<file path="config.mk">
export PLATFORM = sky130hd
export DESIGN_NAME = phase_timer
export DESIGN_NICKNAME = d
export VERILOG_FILES = /design/src/rtl/phase_timer.sv
export SDC_FILE = /design/constraint.sdc
export NUM_CORES = 1
export LEC_CHECK = 0
export CORE_ASPECT_RATIO = 1.25
export CORE_MARGIN = 8
export CORE_UTILIZATION = 46
export DETAILED_ROUTE_END_ITERATION = 10
export PLACE_DENSITY = 0.71
export SYNTH_ARGS = -nofsm -noshare
export SYNTH_HDL_FRONTEND = slang
export SYNTH_SLANG_ARGS = --single-unit
</file>
<file path="constraint.sdc">
create_clock -name clk -period 3.2 [get_ports clk]
set_input_delay 0.8 -clock clk [delete_from_list [all_inputs] [get_ports clk]]
set_output_delay 0.8 -clock clk [all_outputs]
set_load 0.1 [all_outputs]
</file>
<file path="src/rtl/phase_timer.sv">
// ---------------------------------------------------------------------------
// phase_timer
//
// Tick-driven countdown timer for one traffic-light phase. The controller
// loads a duration (in ticks) and receives a single-cycle `expired` pulse
// when the last tick of that duration has been counted. A watchdog counts
// clk cycles between ticks while the timer is counting. If the tick source
// stalls for GAP_MAX cycles, the watchdog raises a sticky `tick_fault`.
//
// Ports
//   clk        in   1      system clock, rising edge
//   rst        in   1      synchronous active-high reset
//   tick       in   1      1-cycle timebase pulse from the divider
//   load       in   1      start (or restart) a phase with load_val
//   load_val   in   CNT_W  phase duration in ticks (0 = expire at once)
//   pause      in   1      level; freeze the countdown while high
//   abort      in   1      cancel the current phase, no expiry pulse
//   remaining  out  CNT_W  ticks left in the current phase (registered)
//   busy       out  1      high while a phase is running or held
//   expired    out  1      1-cycle pulse at phase end
//   tick_fault out  1      sticky; tick stream stalled during a phase
// ---------------------------------------------------------------------------
module phase_timer #(
   parameter int CNT_W   = 8,
   parameter int GAP_MAX = 50_000_000
) (
   input  logic             clk,
   input  logic             rst,
   input  logic             tick,
   input  logic             load,
   input  logic [CNT_W-1:0] load_val,
   input  logic             pause,
   input  logic             abort,
   output logic [CNT_W-1:0] remaining,
   output logic             busy,
   output logic             expired,
   output logic             tick_fault
);

   localparam int GAP_W = $clog2(GAP_MAX + 1);
   localparam logic [GAP_W-1:0] GAP_LIM  = GAP_W'(GAP_MAX);
   localparam logic [GAP_W-1:0] GAP_LAST = GAP_W'(GAP_MAX - 1);

   typedef enum logic [1:0] {
      IDLE = 2'd0,
      RUN  = 2'd1,
      HOLD = 2'd2
   } state_t;

   state_t           state;
   logic [GAP_W-1:0] gap;

   // Every output is a flop, so no input reaches an output combinationally.
   always_ff @(posedge clk) begin
      // NOTE: non-blocking assignments throughout; the default below is
      // overridden by any later assignment in the same edge, which makes
      // expired a one-cycle pulse unless a branch explicitly raises it.
      expired <= 1'b0;

      if (rst) begin
         state      <= IDLE;
         remaining  <= '0;
         busy       <= 1'b0;
         expired    <= 1'b0;
         tick_fault <= 1'b0;
         gap        <= '0;
      end else if (abort) begin
         // Cancel without an expiry pulse; a recorded fault survives abort.
         state     <= IDLE;
         remaining <= '0;
         busy      <= 1'b0;
         gap       <= '0;
      end else if (load) begin
         // Any load (including a mid-phase reload) starts a clean phase.
         // A tick in this same cycle is deliberately not counted.
         tick_fault <= 1'b0;
         gap        <= '0;
         if (load_val != '0) begin
            remaining <= load_val;
            state     <= RUN;
            busy      <= 1'b1;
         end else begin
            remaining <= '0;
            state     <= IDLE;
            busy      <= 1'b0;
            expired   <= 1'b1;
         end
      end else begin
         unique case (state)
            IDLE: begin
               gap <= '0;
            end

            RUN: begin
               if (pause) begin
                  // Entering HOLD swallows a coincident tick; the gap
                  // count is frozen until the phase resumes.
                  state <= HOLD;
               end else if (tick) begin
                  gap <= '0;
                  if (remaining > CNT_W'(1)) begin
                     remaining <= remaining - CNT_W'(1);
                  end else begin
                     // Final tick: end the phase. remaining is never 0 in
                     // RUN, so this cannot wrap.
                     remaining <= '0;
                     state     <= IDLE;
                     busy      <= 1'b0;
                     expired   <= 1'b1;
                     gap       <= '0;
                  end
               end else begin
                  // Saturate so a long stall cannot wrap the counter back
                  // below the limit; the fault is sticky regardless.
                  if (gap != GAP_LIM) begin
                     gap <= gap + GAP_W'(1);
                  end
                  if (gap == GAP_LAST) begin
                     tick_fault <= 1'b1;
                  end
               end
            end

            HOLD: begin
               // Missed ticks are not caught up on resume.
               if (!pause) begin
                  state <= RUN;
               end
            end

            default: begin
               state     <= IDLE;
               remaining <= '0;
               busy      <= 1'b0;
               gap       <= '0;
            end
         endcase
      end
   end

endmodule

</file>
==> impl_metrics.csv, run 1 <==
group,metric,value,unit
sta,worst_pin_slew,713,ps
sta,maxSlewHeadroom,0.522,
synth,synth-edff-count,0,
synth,syn_inst,292,
worst_hold_path,hp-class,"register to register",
synth,synthArstFlopShare,0,
synth,syn_avg_cell_area,8.12,µm²
cts,ctsResizeCount,0,
cts,cts.hold.buffers_added,0,
die,die_w,80.2,µm
detailed_routing,vias_per_cell,6.18,
finish,mostFrequentLayoutCell,"dfxtp_1",
finish,n_antenna_cell,0,
sta,finalSetupTns,0,ps
critical_path,cp_max_fo,10,
global_route,grt_pass1_vias,2231,
detailed_routing,route.detailed.drc,0,
sta,setup_viol,0,
finish,utilization,0.548,
cts,htree_levels,2,
die,die_h,96.2,µm
synth,synth_seq_cells,39,
critical_path,path_cells,"clkdlybuf4s50_1 > or2_2 > nor2_1 > o211a_1 > a41oi_1 > a31oi_1",
synth,synth_fp_nets,310,
detailed_routing,drt_pass1_iterations,4,
sta,skew,6.23,ps
detailed_routing,ant_nets,0,
cts,clkLatencyLatePin,290,ps
sta,rsz0062_at_grt,"false",
pwr,p_leak,0.973,nW
finish,multi_input_area,1480,µm²
finish,final_cells,383,
place,port-buffer-count,24,
cts,cts_tree,"yes",
detailed_routing,via_count,2366,
global_route,antenna_found_initial,0,
finish,synthToLayoutAreaGrowth,15.9,%
global_route,grt_pass1_wl,10.8,mm
sta,post-route-period-util,0.801,
synth,synth_cell_types,58,
critical_path,slowest_delay,480,ps
place,place_inst,376,
outcome,status,"complete, no violations",
cts,cts.sinks,39,
cts,cts_buffers,5,
sta,max_clock_freq,390,MHz
critical_path,arrival,2780,ps
pwr,powerDensity,349,nW/µm²
critical_path,end_kind,"register",
place,gp_congestion,0.897,
synth,yosysWarnings,0,
sta,maxSlewViolCount,0,
place,dpl_cell_area,2660,µm²
global_route,grtUsageTotal,0.177,
cts,clockRootBuffer,"clkbuf_8",
global_route,grt_overflow,0,
die,start_util,0.473,
detailed_routing,drt-wirelength-per-cell,17.3,µm
critical_path,crit_type,"input port to register",
synth,syn_area,2370,µm²
die,num_rows,29,
critical_path,cp_slowest_cell,"clkdlybuf4s50_1",
job,max_cap_viol_count,0,
critical_path,cpLargestDelayFamily,"compound AO/OA/AOI/OAI gates",
sta,min_period,2560,ps
critical_path,crit_buf_inv,1,
finish,drive_gt1_frac,0.143,
finish,fillers,495,
synth,ys_seq_area_frac,0.329,
finish,seqCellArea,781,µm²
detailed_routing,routed_wl,6.61,mm
sta,hold_violations,0,
sta,setup_ws,636,ps
finish,layout_common_cells,"dfxtp_1 (39), nand2_1 (29), a21oi_1 (25)",
die,coreArea,5010,µm²
cts,post_cts_buffers,0,
pwr,ir_drop,0.284,mV
die,ioPinCount,25,
synth,synthFlopType,"dfxtp_1",
global_route,grt_start_max_net_pins,17,
detailed_routing,drtIter0Drc,129,
place,hpwl,4.93,mm
critical_path,cp.required,3420,ps
place,place_ws,379,ps
finish,nets,339,
cts,cts.path.max_buffers,2,
cts,clk_pin_slew,70,ps
critical_path,cp-start-kind,"input port",
die,fp.dieArea,7720,µm²
finish,final_area,2750,µm²
-- metal layers --
layer  GRT usage  vias to the layer above  routed length, µm
met5           0                        -                  0
met4      0.0699                        0                106
met3      0.0458                        9                391
met2       0.311                       75               3310
met1       0.197                     1104               2800
li1            -                     1178                  -
-- power breakdown --
group | internal, mW | switching, mW | leakage, nW | total [mW]
Sequential | 0.490 | 0.00622 | 0.315 | 0.496
Combinational | 0.0480 | 0.0814 | 0.611 | 0.129
Clock | 0.169 | 0.165 | 0.0470 | 0.334
-- stage by stage --
stage	hold WS [ps]	power, mW
2_1_floorplan	448	0.591
3_3_place_gp	469	0.634
3_5_place_dp	479	0.635
4_1_cts	499	0.969
5_1_grt	530	1.00
6_report	493	0.959
-- cell usage after synthesis, types with 3 or more instances --
| cell | number | area, µm² |
|---|---|---|
| o211a_1 | 3 | 30.0 |
| nor4_1 | 4 | 25.0 |
| clkbuf_1 | 5 | 18.8 |
| nand4_1 | 7 | 43.8 |
| nor3_1 | 11 | 55.1 |
| buf_2 | 4 | 20.0 |
| and2_1 | 3 | 18.8 |
| nand2b_1 | 5 | 31.3 |
| and3_1 | 8 | 50.1 |
| a21oi_1 | 25 | 125 |
| buf_6 | 4 | 45.0 |
| a41oi_1 | 5 | 43.8 |
| o21ai_0 | 15 | 75.1 |
| nor4_4 | 3 | 63.8 |
| ha_1 | 4 | 50.1 |
| o211ai_1 | 4 | 30.0 |
| inv_1 | 6 | 22.5 |
| dfxtp_1 | 39 | 781 |
| a31oi_1 | 15 | 93.8 |
| nand2_1 | 29 | 109 |
| or3_1 | 7 | 43.8 |
| nor2b_1 | 5 | 31.3 |
| nand3_1 | 15 | 75.1 |
| o22ai_1 | 3 | 18.8 |
| nor2_1 | 19 | 71.3 |
| or4_1 | 3 | 22.5 |
-- state kept, by name, indices dropped and copies added, names as in the netlist --
name / cells
gap: 26
remaining: 8
state: 2
busy: 1
expired: 1
tick_fault: 1
-- cell families (layout without fill, tap and decap cells) --
kind of cell	after synthesis	in the layout	synth area share
AOI/OAI and AO/OA	90	90	0.250
DFF	39	39	0.329
adders and majority gates	4	4	0.0211
buffers and inverters	19	48	0.0449
muxes	1	1	0.00475
and+or+nand+nor	139	139	0.350
-- worst paths after layout --
check	from	to	slack, ps	cells after the start
worst min-delay path	busy$_SDFFE_PP0P_	busy$_SDFFE_PP0P_	490	2
worst max register to register	gap[11]$_SDFFE_PP0P_	gap[14]$_SDFFE_PP0P_	850	5
worst max-delay path	abort	gap[22]$_SDFFE_PP0P_	640	6
worst min register to register	busy$_SDFFE_PP0P_	busy$_SDFFE_PP0P_	490	2
-- tightest hold or removal path: cells and delay by family, from the launching register on --
family | cells | cell delay, ps
AO/OA/AOI/OAI | 2 | 130
flip-flops | 1 | 320
-- layout make-up --
class | count | share of cell area
clock inverter | 1 | 0.00182
timing repair buffer | 35 | 0.108
clock buffer | 6 | 0.0301
inverter | 6 | 0.00820
multi-input combinational | 234 | 0.540
sequential | 39 | 0.284
tap | 62 | 0.0282
Note: power is estimated with default switching activity, not from simulation.
==> run 2, diff against run 1 <==
PLACE_DENSITY = 0.74   (was 0.71)
clock period = 2.1 ns   (was 3.2 ns; I/O delays follow)
==> run 2 against run 1 <==
Critical path depth unchanged. Combinational power increased by 66%. Die area unchanged. Critical endpoint is now remaining[7]$_SDFFE_PP0P_. Non-clock buffer count increased by 27. Via count increased by 8.5%. Cell count increased by 7.3%. Largest power group unchanged. Setup slack got worse by 490 ps.
==> impl_metrics.csv, run 2 (synthesized netlist as in run 1, its figures left out) <==
group,metric,value,unit
outcome,status,"complete, no violations",
global_route,grt_start_max_net_pins,17,
die,coreArea,5010,µm²
critical_path,cp_max_fo,11,
finish,n_antenna_cell,0,
place,port-buffer-count,24,
place,gp_congestion,0.895,
global_route,grt_overflow,0,
finish,fillers,462,
finish,largest_reg_flops,26,
global_route,grt_pass1_wl,11.6,mm
critical_path,cpLargestDelayFamily,"simple AND/OR/NAND/NOR gates",
sta,hold_violations,0,
cts,clkLatencyLatePin,300,ps
cts,post_cts_buffers,0,
sta,max_clock_freq,511,MHz
place,hpwl,5.20,mm
critical_path,slowest_delay,580,ps
global_route,use_met3,0.0421,
critical_path,path_cells,"or4_4 > nor4_4 > nor3_2 > buf_12 > a222oi_1 > a21oi_1",
finish,reg.largest.list,"gap x26, remaining x8, state x2",
die,fp.dieArea,7720,µm²
global_route,busiest_layer,"met2",
sta,hold_slack,480,ps
finish,nets,366,
critical_path,crit_type,"register to register",
worst_hold_path,hp-class,"register to register",
job,max_cap_viol_count,0,
critical_path,rrSetupSlack,140,ps
detailed_routing,routed_wl,6.89,mm
finish,drive_gt1_frac,0.223,
cts,cts.hold.buffers_added,0,
detailed_routing,drt_pass1_iterations,4,
sta,maxSlewViolCount,0,
worst_hold_path,holdPathStages,2,
global_route,antenna_found_initial,0,
worst_hold_path,min_from,"busy$_SDFFE_PP0P_",
pwr,ir_drop,0.387,mV
critical_path,end_kind,"register",
die,start_util,0.473,
sta,min_period,1960,ps
global_route,globalRouteMet1Util,0.202,
cts,ctsResizeCount,0,
cts,clk_pin_slew,70,ps
sta,setup_viol,0,
detailed_routing,via_count,2568,
detailed_routing,drt-wirelength-per-cell,16.8,µm
sta,rsz0062_at_grt,"false",
critical_path,cp.required,2270,ps
cts,cts.path.max_buffers,2,
die,num_rows,29,
critical_path,timing.rr.end,"remaining[7]$_SDFFE_PP0P_",
sta,post-route-period-util,0.933,
cts,cts_buffers,5,
die,die_h,96.2,µm
cts,cts_tree,"yes",
finish,regMostFlops,"gap",
die,ioPinCount,25,
sta,worst_pin_slew,466,ps
critical_path,cp-start-kind,"register",
detailed_routing,route.detailed.drc,0,
sta,skew,9.81,ps
critical_path,cp_slowest_cell,"or4_4",
cts,cts.sinks,39,
critical_path,rr_startpoint,"remaining[6]$_SDFFE_PP0P_",
finish,layout_common_cells,"buf_4 (44), dfxtp_1 (33), nand2_1 (29)",
finish,seqCellArea,788,µm²
cts,htree_levels,2,
worst_hold_path,hold_end,"busy$_SDFFE_PP0P_",
cts,clockRootBuffer,"clkbuf_8",
global_route,grtUsageTotal,0.187,
detailed_routing,vias_per_cell,6.25,
pwr,p_leak,1.12,nW
sta,finalSetupTns,0,ps
die,die_w,80.2,µm
critical_path,crit_buf_inv,1,
critical_path,reg2reg_depth,6,
global_route,grt_pass1_vias,2509,
finish,synthToLayoutAreaGrowth,27.1,%
critical_path,arrival,2130,ps
detailed_routing,ant_nets,0,
finish,multi_input_area,1480,µm²
pwr,powerDensity,488,nW/µm²
sta,maxSlewHeadroom,0.686,
finish,mostFrequentLayoutCell,"buf_4",
global_route,gr-usage-met2,0.335,
detailed_routing,drtIter0Drc,197,
sta,setup_ws,141,ps
place,place_ws,-119,ps
## run 2: per-stage QoR
step | std cells | power, mW | cell area [µm²] | util
global route | 411 | 1.53 | 3010 | 0.602
floorplan | 292 | 0.902 | 2380 | -
detailed placement | 403 | 0.986 | 2930 | 0.585
CTS | 411 | 1.48 | 3010 | 0.602
global placement | 403 | 0.985 | 2930 | 0.585
finish | 411 | 1.47 | 3010 | 0.602
## run 2: final cells by class
cell class,count,area share
tap,62,0.0257
multi-input combinational,234,0.492
inverter,6,0.00748
clock buffer,7,0.0253
sequential,39,0.262
clock inverter,1,0.00166
timing repair buffer,62,0.186
## run 2: metal layers
layer / share of wire / up-vias / wire length (µm)
li1: - / 1237 / -
met1: 0.40 / 1225 / 2780
met2: 0.50 / 87 / 3470
met3: 0.064 / 19 / 443
met4: 0.030 / 0 / 206
met5: 0 / - / 0
## run 2: worst max-delay path by stage
stage,start,to,slack [ps],depth (start not counted)
after global placement,load,remaining[4]$_SDFFE_PP0P_,-90,7
final,remaining[6]$_SDFFE_PP0P_,remaining[7]$_SDFFE_PP0P_,140,6
after global routing,gap[0]$_SDFFE_PP0P_,gap[18]$_SDFFE_PP0P_,4,8
after floorplan,remaining[6]$_SDFFE_PP0P_,remaining[7]$_SDFFE_PP0P_,60,6
after CTS,remaining[6]$_SDFFE_PP0P_,remaining[7]$_SDFFE_PP0P_,120,6
after detailed placement,tick,gap[5]$_SDFFE_PP0P_,-120,6
## run 2: tightest hold or removal path: stages, from the launching register on
cell     delay (ps)
dfxtp_1         310
o21ai_0          60
a21oi_1          60
## run 2: power breakdown
group / internal, mW / switching [mW] / leakage (nW)
registers: 0.747 / 0.00980 / 0.318
clock network: 0.233 / 0.265 / 0.0422
logic: 0.0889 / 0.125 / 0.761
